$ cat src/rtl/mcu_tx_arbiter_if.sv
// Bus bundle between the PIT lanes, the transmit arbiter and the NDN->MCU SPI slave.
// The grant_cnt member exists only when MCU_ARB_STATS_EN is defined.
interface mcu_tx_arbiter_if #(
    parameter int NUM_REQ = 4
);
    logic [NUM_REQ-1:0]    req;
    logic [NUM_REQ*64-1:0] req_prefix;
    logic [NUM_REQ*8-1:0]  req_byte;
    logic [NUM_REQ-1:0]    grant;
    logic [7:0]            rd_idx;
    logic [NUM_REQ-1:0]    done;
    logic                  busy;
    logic                  spi_start;
    logic [7:0]            spi_data;
    logic                  spi_valid;
    logic [63:0]           spi_prefix;
`ifdef MCU_ARB_STATS_EN
    logic [NUM_REQ*16-1:0] grant_cnt;

    modport master (
        input  req, req_prefix, req_byte,
        output grant, rd_idx, done, busy, spi_start, spi_data, spi_valid, spi_prefix, grant_cnt
    );
    modport slave (
        output req, req_prefix, req_byte,
        input  grant, rd_idx, done, busy, spi_start, spi_data, spi_valid, spi_prefix, grant_cnt
    );
`else
    modport master (
        input  req, req_prefix, req_byte,
        output grant, rd_idx, done, busy, spi_start, spi_data, spi_valid, spi_prefix
    );
    modport slave (
        output req, req_prefix, req_byte,
        input  grant, rd_idx, done, busy, spi_start, spi_data, spi_valid, spi_prefix
    );
`endif
endinterface

$ cat src/rtl/mcu_tx_arbiter.sv
// Round-robin owner of the MCU-facing SPI transmit path: grant, stream payload, hold through serialization.
// Optional per-lane grant statistics are enabled with the MCU_ARB_STATS_EN macro.
module mcu_tx_arbiter #(
    parameter int NUM_REQ    = 4,
    parameter int DATA_BYTES = 32,
    parameter int SER_CYCLES = 321
) (
    input  logic             clk,
    input  logic             rst,
    mcu_tx_arbiter_if.master bus
);
    localparam int PW  = (NUM_REQ > 1) ? $clog2(NUM_REQ) : 1;
    localparam int BCW = (DATA_BYTES > 1) ? $clog2(DATA_BYTES) : 1;
    localparam int DCW = (SER_CYCLES > 0) ? $clog2(SER_CYCLES + 1) : 1;

    localparam logic [2:0] S_IDLE   = 3'd0;
    localparam logic [2:0] S_GRANT  = 3'd1;
    localparam logic [2:0] S_STREAM = 3'd2;
    localparam logic [2:0] S_DRAIN  = 3'd3;
    localparam logic [2:0] S_DONE   = 3'd4;

    logic [2:0]         r_state;
    logic [NUM_REQ-1:0] r_grant;
    logic [NUM_REQ-1:0] r_done;
    logic               r_busy;
    logic               r_spi_start;
    logic               r_spi_valid;
    logic [7:0]         r_rd_idx;
    logic [63:0]        r_spi_prefix;
    logic [PW-1:0]      r_rr_ptr;
    logic [PW-1:0]      r_win;
    logic [BCW-1:0]     r_byte_cnt;
    logic [DCW-1:0]     r_drain_cnt;

    logic [PW-1:0]      w_sel_idx;
    logic               w_any_req;
    logic [PW:0]        w_cand;

    // Scan lanes starting at rr_ptr; the first requester found wins.
    always_comb begin
        w_sel_idx = r_rr_ptr;
        w_any_req = 1'b0;
        w_cand    = '0;
        for (int k = 0; k < NUM_REQ; k++) begin
            w_cand = {1'b0, r_rr_ptr} + (PW+1)'(k);
            if (w_cand >= (PW+1)'(NUM_REQ)) begin
                w_cand = w_cand - (PW+1)'(NUM_REQ);
            end
            if (!w_any_req && bus.req[w_cand[PW-1:0]]) begin
                w_any_req = 1'b1;
                w_sel_idx = w_cand[PW-1:0];
            end
        end
    end

    always_ff @(posedge clk or posedge rst) begin
        if (rst) begin
            r_state      <= S_IDLE;
            r_grant      <= '0;
            r_done       <= '0;
            r_busy       <= 1'b0;
            r_spi_start  <= 1'b0;
            r_spi_valid  <= 1'b0;
            r_rd_idx     <= '0;
            r_spi_prefix <= '0;
            r_rr_ptr     <= '0;
            r_win        <= '0;
            r_byte_cnt   <= '0;
            r_drain_cnt  <= '0;
        end else begin
            r_spi_start <= 1'b0;
            r_done      <= '0;
            case (r_state)
                S_IDLE: begin
                    if (w_any_req) begin
                        r_state      <= S_GRANT;
                        r_win        <= w_sel_idx;
                        r_grant      <= NUM_REQ'(1) << w_sel_idx;
                        r_busy       <= 1'b1;
                        r_spi_start  <= 1'b1;
                        r_spi_prefix <= bus.req_prefix[w_sel_idx*64 +: 64];
                        r_rd_idx     <= '0;
                        r_byte_cnt   <= BCW'(DATA_BYTES - 1);
                    end
                end
                S_GRANT: begin
                    r_state     <= S_STREAM;
                    r_spi_valid <= 1'b1;
                end
                S_STREAM: begin
                    if (r_byte_cnt == '0) begin
                        r_state     <= S_DRAIN;
                        r_spi_valid <= 1'b0;
                        r_rd_idx    <= '0;
                        r_drain_cnt <= DCW'(SER_CYCLES - 1);
                    end else begin
                        r_byte_cnt <= r_byte_cnt - BCW'(1);
                        r_rd_idx   <= r_rd_idx + 8'd1;
                    end
                end
                S_DRAIN: begin
                    // The SPI slave is still shifting; keep the path owned until it finishes.
                    if (r_drain_cnt == '0) begin
                        r_state <= S_DONE;
                        r_done  <= r_grant;
                    end else begin
                        r_drain_cnt <= r_drain_cnt - DCW'(1);
                    end
                end
                S_DONE: begin
                    r_state  <= S_IDLE;
                    r_grant  <= '0;
                    r_busy   <= 1'b0;
                    r_rr_ptr <= (r_win == PW'(NUM_REQ - 1)) ? '0 : r_win + PW'(1);
                end
                default: begin
                    r_state <= S_IDLE;
                end
            endcase
        end
    end

    assign bus.grant      = r_grant;
    assign bus.done       = r_done;
    assign bus.busy       = r_busy;
    assign bus.spi_start  = r_spi_start;
    assign bus.spi_valid  = r_spi_valid;
    assign bus.rd_idx     = r_rd_idx;
    assign bus.spi_prefix = r_spi_prefix;
    // The granted lane answers rd_idx combinationally, so the byte is forwarded without a register.
    assign bus.spi_data   = bus.req_byte[r_win*8 +: 8];

`ifdef MCU_ARB_STATS_EN
    logic [NUM_REQ*16-1:0] r_grant_cnt;

    always_ff @(posedge clk or posedge rst) begin
        if (rst) begin
            r_grant_cnt <= '0;
        end else if (r_state == S_GRANT) begin
            for (int i = 0; i < NUM_REQ; i++) begin
                if (r_grant[i] && (r_grant_cnt[i*16 +: 16] != 16'hFFFF)) begin
                    r_grant_cnt[i*16 +: 16] <= r_grant_cnt[i*16 +: 16] + 16'd1;
                end
            end
        end
    end

    assign bus.grant_cnt = r_grant_cnt;
`endif
endmodule

$ cat src/flat_wrapper.sv
// flat-port wrapper written by rule: the top's interface ports become plain ports
module mcu_tx_arbiter_flat 
#(
    parameter int NUM_REQ    = 4,
    parameter int DATA_BYTES = 32,
    parameter int SER_CYCLES = 321
)
  (clk, rst, bus_req, bus_req_prefix, bus_req_byte, bus_grant, bus_rd_idx, bus_done, bus_busy, bus_spi_start, bus_spi_data, bus_spi_valid, bus_spi_prefix);
  mcu_tx_arbiter_if #(.NUM_REQ(NUM_REQ)) bus_i ();
  input  logic clk;
  input  logic rst;
  input wire logic [$bits(bus_i.req)-1:0] bus_req;
  input wire logic [$bits(bus_i.req_prefix)-1:0] bus_req_prefix;
  input wire logic [$bits(bus_i.req_byte)-1:0] bus_req_byte;
  output wire logic [$bits(bus_i.grant)-1:0] bus_grant;
  output wire logic [$bits(bus_i.rd_idx)-1:0] bus_rd_idx;
  output wire logic [$bits(bus_i.done)-1:0] bus_done;
  output wire logic [$bits(bus_i.busy)-1:0] bus_busy;
  output wire logic [$bits(bus_i.spi_start)-1:0] bus_spi_start;
  output wire logic [$bits(bus_i.spi_data)-1:0] bus_spi_data;
  output wire logic [$bits(bus_i.spi_valid)-1:0] bus_spi_valid;
  output wire logic [$bits(bus_i.spi_prefix)-1:0] bus_spi_prefix;
  assign bus_i.req = bus_req;
  assign bus_i.req_prefix = bus_req_prefix;
  assign bus_i.req_byte = bus_req_byte;
  assign bus_grant = bus_i.grant;
  assign bus_rd_idx = bus_i.rd_idx;
  assign bus_done = bus_i.done;
  assign bus_busy = bus_i.busy;
  assign bus_spi_start = bus_i.spi_start;
  assign bus_spi_data = bus_i.spi_data;
  assign bus_spi_valid = bus_i.spi_valid;
  assign bus_spi_prefix = bus_i.spi_prefix;
  mcu_tx_arbiter #(.NUM_REQ(NUM_REQ), .DATA_BYTES(DATA_BYTES), .SER_CYCLES(SER_CYCLES)) u_core (.clk(clk), .rst(rst), .bus(bus_i));
endmodule
$ cat config.mk
export PLATFORM = sky130hd
export DESIGN_NAME = mcu_tx_arbiter_flat
export DESIGN_NICKNAME = d
export VERILOG_FILES = /design/src/rtl/mcu_tx_arbiter_if.sv /design/src/rtl/mcu_tx_arbiter.sv /design/src/flat_wrapper.sv
export SDC_FILE = /design/constraint.sdc
export NUM_CORES = 1
export LEC_CHECK = 0
export ABC_AREA = 1
export CAP_MARGIN = 20
export CORE_AREA = 2 2 148 150
export DETAILED_ROUTE_END_ITERATION = 10
export DIE_AREA = 0 0 150 152
export PLACE_DENSITY = 0.73
export SLEW_MARGIN = 20
export SYNTH_ARGS = -nofsm -noshare
export SYNTH_HDL_FRONTEND = slang
export SYNTH_SLANG_ARGS = --single-unit
$ cat constraint.sdc
create_clock -name clk -period 4.4 [get_ports clk]
set_input_delay 1.32 -clock clk [delete_from_list [all_inputs] [get_ports clk]]
set_output_delay 1.32 -clock clk [all_outputs]
set_load 0.05 [all_outputs]
==> run_results.csv, run 1 <==
group,metric,value,unit
run_status,status,"finished, final reports clean",
final_layout,syn_to_final_growth,56.9,%
grt,track_usage,25.5,%
grt,grt_max_degree,99,
power,irDropWorstVdd,0.212,mV
logic_synthesis,synthFlopType,"dfrtp_1",
detailed_routing,drc,0,
timing,finalSetupViolCount,0,
run,drv_cap,0,
timing,fmax,0.278,GHz
cts,path_clk_slew,0.07,ns
critical_path,path_max_fanout,1,
grt,grt_pass1_wl,46400,um
hold_path,holdPathStages,2,
cts,cts_tree,"done",
die,fp.dieArea,0.0228,mm2
logic_synthesis,synth_fa_ha_area_share,0.656,%
hold_path,hp-class,"reg2reg",
grt,antenna_found_initial,2,
timing,max_slew_margin,50.7,%
die,fp.dieH,152,um
timing,tightest_slew,0.739,ns
logic_synthesis,synth_cell_types,32,
timing,fin_crit,3.59,ns
final_layout,fin_cells,1864,
cts,post-cts-setup-buffers,0,
cts,hold_buffers,0,
logic_synthesis,ys_ff_latch,104,
die,core_area,0.0214,mm2
die,rows,54,
timing,post-route-period-util,81.6,%
logic_synthesis,synth-seq-area-share,34.1,%
critical_path,r2r_slack,1.55,ns
power,p_leak,6.03,nW
grt,grt_pass1_vias,8733,
detailed_routing,drt_iter0_drc,575,
critical_path,r2r-start,"u_core.r_rr_ptr[0]",
cts,cts_buffers,9,
timing,drv_slew,0,
logic_synthesis,synth_edf_count,0,
detailed_routing,vias,9394,
die,io_pins,385,
cts,cts.path.max_buffers,2,
detailed_routing,ant_nets,0,
logic_synthesis,syn_nets,1551,
timing,finalSetupTns,0,ns
detailed_routing,avgViaCountPerCell,5.04,
hold_path,hold_start,"u_core.bus.spi_prefix[58]",
timing,rsz0062_at_grt,"no",
critical_path,r2r_cells,14,
cts,htreeDepth,3,
cts,cts.sinks,104,
logic_synthesis,synth_xor_area_share,0.345,%
logic_synthesis,synth_cells,1253,
power,fin_total_pwr,2.57,mW
cts,clock_latency,0.35,ns
final_layout,drive_gt1_share,3.73,%
logic_synthesis,synth.cell_area,0.00763,mm2
detailed_routing,routed_wl,29800,um
logic_synthesis,synth_compound_area_share,4.87,%
critical_path,critPathSlowestCell,"clkdlybuf4s50_1",
critical_path,worstReg2RegEnd,"u_core.bus.spi_prefix[59]",
cts,clockRootBuffer,"clkbuf_16",
power,p_per_area,215,mW/mm2
final_layout,mostFrequentLayoutCells,"nand2_1 (594), clkdlybuf4s50_1 (376), nand3_1 (285), dfrtp_1 (104), inv_1 (41)",
detailed_routing,avgRoutedWirePerCell,16.0,um
die,start_util,35.7,%
logic_synthesis,async_flop_share,100,%
grt,globalRouteOverflowTotal,0,
timing,fin_skew,0.00784,ns
logic_synthesis,avgSynthCellArea,6.09,um2
final_layout,final_util,56.0,%
die,chipWidth,150,um
critical_path,critical_path_required,3.08,ns
placed_design,gp_congestion,0.857,
critical_path,critPathMaxStageDelay,0.45,ns
placed_design,port_buffers,384,
logic_synthesis,synth-warning-count,0,
critical_path,arrival,2.27,ns
final_layout,final_net_count,1876,
critical_path,cp-end-kind,"output pin",
logic_synthesis,post_synth_and_or_nand_nor_area_fraction,51.7,%
detailed_routing,firstDrtPassIters,5,
logic_synthesis,synth_top_family_by_area,"simple AND/OR/NAND/NOR gates",
final_layout,layout_commonest_cell,"nand2_1",
critical_path,worstSetupStartpointType,"input pin",
timing,hold_violations,0,
logic_synthesis,synth.mux.area_fraction,0,%
placed_design,post_dp_cell_area,0.0116,mm2
final_layout,final_area,0.0120,mm2
placed_design,place_inst,1847,
cts,cts_resized,0,
hold_path,hold_end,"u_core.bus.spi_prefix[58]",
critical_path,crit_chain,"clkdlybuf4s50_1 > o21ai_0 > o22ai_1 > buf_4",
critical_path,path_class,"in2out",
placed_design,hpwl,22000,um
## Yosys cell counts, types with 3 or more instances
master / count / area, um2
a21oi_1: 7 / 35.0
buf_1: 3 / 11.3
buf_2: 59 / 295
buf_4: 8 / 60.1
clkbuf_1: 19 / 71.3
dfrtp_1: 104 / 2600
ha_1: 4 / 50.1
inv_1: 42 / 158
inv_2: 3 / 11.3
nand2_1: 598 / 2240
nand2_2: 3 / 18.8
nand3_1: 285 / 1430
nand4_1: 3 / 18.8
nor2_1: 34 / 128
nor3_1: 14 / 70.1
o21ai_0: 34 / 170
o22ai_1: 11 / 68.8
o31ai_1: 4 / 30.0
## through the flow
stage / setup slack, ns / hold WS, ns
after floorplan: 0.348 / 0.452
after global placement: 0.737 / 0.462
after detailed placement: 0.696 / 0.464
after CTS: 0.793 / 0.486
after global routing: 0.769 / 0.501
final: 0.809 / 0.483
## critical path: cells and delay by family
family	cells	cell delay, ns
AOI/OAI and AO/OA	2	0.28
buffers and inverters	2	0.67
## final cells by class
cell class / instances / area [um2]
clock buffer: 10 / 229
inverter: 46 / 178
timing repair buffer: 405 / 4080
tap: 280 / 350
multi-input combinational: 1012 / 4410
antenna: 1 / 2.50
sequential: 104 / 2600
clock inverter: 6 / 115
fill: 2112 / 9380
## state kept, by name, summed over array words and instances (netlist names)
signal and flops:
u_core.bus.done 4, u_core.bus.rd_idx 8, u_core.r_state 3, u_core.r_drain_cnt 9
u_core.r_byte_cnt 5, u_core.bus.grant 4, u_core.bus.spi_valid 1, u_core.bus.spi_prefix 64
u_core.bus.busy 1, u_core.bus.spi_start 1, u_core.r_win 2, u_core.r_rr_ptr 2
## metal layers
| layer | vias up | share of wire [%] | GRT usage, % |
|---|---|---|---|
| met2 | 378 | 50 | 44.4 |
| li1 | 4690 | - | - |
| met3 | 35 | 8.0 | 5.29 |
| met4 | 2 | 1.8 | 7.19 |
| met1 | 4289 | 40 | 31.9 |
| met5 | - | 0.044 | 0 |
## worst max-delay path by stage
| stage | cells past startpoint | startpoint | to |
|---|---|---|---|
| final | 4 | bus_req_byte[17] | bus_spi_data[1] |
| after global routing | 4 | bus_req_byte[26] | bus_spi_data[2] |
| after CTS | 4 | bus_req_byte[17] | bus_spi_data[1] |
| after detailed placement | 14 | bus_req[2] | u_core.bus.spi_prefix[59] |
| after global placement | 14 | bus_req[2] | u_core.bus.spi_prefix[59] |
| after floorplan | 1 | rst | u_core.bus.busy |
## logic make-up (layout without fill, tap and decap cells)
group,count (synthesis),count (layout)
compound gates,64,64
xor+xnor,3,3
fa+ha+maj,4,4
buf+inv,137,467
flops,104,104
other cells,0,1
simple gates,941,941
## power by group
part | internal, mW | total, mW | switching (mW)
logic | 0.360 | 0.668 | 0.308
registers | 0.955 | 0.955 | 0
clock network | 0.563 | 0.949 | 0.386
total | 1.88 | 2.57 | 0.694
(Power assumes the default switching activity.)
==> inputs of run 2 (changes only) <==
- CORE_AREA: 2 2 148 150 -> not set
- CORE_ASPECT_RATIO: not set -> 0.8
- CORE_MARGIN: not set -> 2
- CORE_UTILIZATION: not set -> 37
- DIE_AREA: 0 0 150 152 -> not set
- PLACE_DENSITY: 0.73 -> 0.78
- clock period: 4.4 -> 3.04 ns (I/O delays scaled with it)
==> run 2 against run 1 <==
  * Design area grew 2.3%
  * Clock skew barely moved
  * Clock-buffer cell count unchanged
  * Utilization up 5.1 points
  * Clock power up 25%
  * Critical path type unchanged
  * Critical endpoint unchanged
==> run_results.csv, run 2 (synthesis gave the netlist of run 1 again) <==
group,metric,value,unit
run_status,status,"finished, final reports clean",
final_layout,seqCellArea,0.00260,mm2
critical_path,critical_path_required,2.13,ns
critical_path,crit_family,"buffers and inverters",
timing,finalSetupTns,0,ns
detailed_routing,drc,0,
die,rows,46,
timing,tightest_slew,0.609,ns
timing,max_slew_margin,59.3,%
timing,drv_slew,0,
critical_path,timing.critical_path.buf_inv,2,
timing,fin_skew,0.00795,ns
detailed_routing,avgViaCountPerCell,5.17,
detailed_routing,ant_nets,0,
critical_path,arrival,1.89,ns
grt,antenna_found_initial,2,
cts,cts_tree,"done",
cts,cts_resized,0,
timing,hold_violations,0,
detailed_routing,avgRoutedWirePerCell,16.0,um
final_layout,syn_to_final_growth,60.6,%
grt,grt_pass1_wl,46700,um
die,chipWidth,165,um
final_layout,multi_input_area,0.00441,mm2
cts,cts.sinks,104,
cts,hold_buffers,0,
power,p_leak,6.16,nW
critical_path,path_class,"in2out",
placed_design,hpwl,21700,um
cts,clock_latency,0.36,ns
run,drv_cap,0,
timing,post-route-period-util,92.2,%
detailed_routing,routed_wl,29700,um
critical_path,critPathSlowestCell,"clkdlybuf4s50_1",
hold_path,hp-class,"reg2reg",
detailed_routing,drt_iter0_drc,732,
critical_path,worstSetupStartpointType,"input pin",
final_layout,final_util,61.1,%
die,fp.dieH,132,um
critical_path,path_max_fanout,1,
final_layout,mostFrequentLayoutCells,"nand2_1 (594), clkdlybuf4s50_1 (376), nand3_1 (285), dfrtp_1 (104), inv_1 (41)",
cts,clockRootBuffer,"clkbuf_16",
grt,globalRouteOverflowTotal,0,
timing,rsz0062_at_grt,"no",
cts,htreeDepth,3,
timing,fin_crit,2.80,ns
cts,cts.path.max_buffers,2,
grt,grt_max_degree,105,
grt,track_usage,26.7,%
power,irDropWorstVdd,0.205,mV
final_layout,final_net_count,1888,
cts,cts_buffers,9,
die,core_area,0.0200,mm2
grt,grt_pass1_vias,9086,
critical_path,cp-end-kind,"output pin",
critical_path,critPathMaxStageDelay,0.45,ns
power,fin_total_pwr,3.57,mW
detailed_routing,firstDrtPassIters,5,
placed_design,port_buffers,384,
timing,fmax,0.357,GHz
final_layout,drive_gt1_share,4.51,%
timing,finalSetupViolCount,0,
die,io_pins,385,
die,fp.dieArea,0.0218,mm2
final_layout,largest_reg_flops,64,
critical_path,crit_chain,"clkdlybuf4s50_1 > o21ai_0 > o22ai_1 > buf_12",
cts,path_clk_slew,0.07,ns
final_layout,n_fill_cell,1880,
die,start_util,38.1,%
cts,post-cts-setup-buffers,0,
detailed_routing,vias,9613,
placed_design,gp_congestion,0.909,
power,p_per_area,292,mW/mm2
final_layout,layout_commonest_cell,"nand2_1",
-- run 2: cell count changes in the layout (fill, tap and decap cells not counted), moves of 2 or more --
cell        previous run  this run
buf_4                 21        13
bufinv_16              3         0
buf_12                 8        28
clkinvlp_4             0         2
-- run 2: power breakdown --
part           internal (mW)  switching [mW]
logic                  0.554           0.451
registers               1.38               0
clock network          0.600           0.586
-- run 2: layout make-up --
type / count / share of cell area, %
antenna: 1 / 0.0204
clock buffer: 10 / 1.95
clock inverter: 6 / 0.501
inverter: 46 / 1.46
multi-input combinational: 1012 / 36.0
sequential: 104 / 21.3
tap: 264 / 2.70
timing repair buffer: 417 / 36.1
-- run 2: path summary, 6_finish.rpt --
kind                                      startpoint                   endpoint  slack, ns  depth (start not counted)
setup / recovery                    bus_req_byte[17]            bus_spi_data[1]       0.24                          4
hold reg to reg            u_core.bus.spi_prefix[24]  u_core.bus.spi_prefix[24]       0.48                          2
hold / removal             u_core.bus.spi_prefix[24]  u_core.bus.spi_prefix[24]       0.48                          2
setup reg to reg                  u_core.r_rr_ptr[0]  u_core.bus.spi_prefix[47]       0.45                         15
max in group asynchronous                        rst  u_core.bus.spi_prefix[24]       1.54                          3
min in group asynchronous                        rst       u_core.bus.spi_start       1.07                          3
-- run 2: tightest hold or removal path: cells and delay by family (launching register included) --
kind,cells,cell delay [ns]
DFF,1,0.34
and+or+nand+nor,2,0.11
-- run 2: stage by stage --
stage	area (um2)	hold WS (ns)	setup WS [ns]	cells
5_1_grt	12200	0.509	0.143	1859
6_report	12200	0.481	0.236	1860
3_5_place_dp	11900	0.464	0.0402	1843
4_1_cts	12200	0.484	0.233	1859
2_1_floorplan	7630	0.452	0.325	1253
3_3_place_gp	11900	0.461	0.0742	1843
-- run 2: routing by layer --
metal	vias to the layer above	global-route usage, %	wire length (um)
li1	4725	-	-
met1	4460	32.2	11700
met2	390	47.6	14900
met3	38	5.92	2450
met4	0	7.54	606
met5	-	0	0
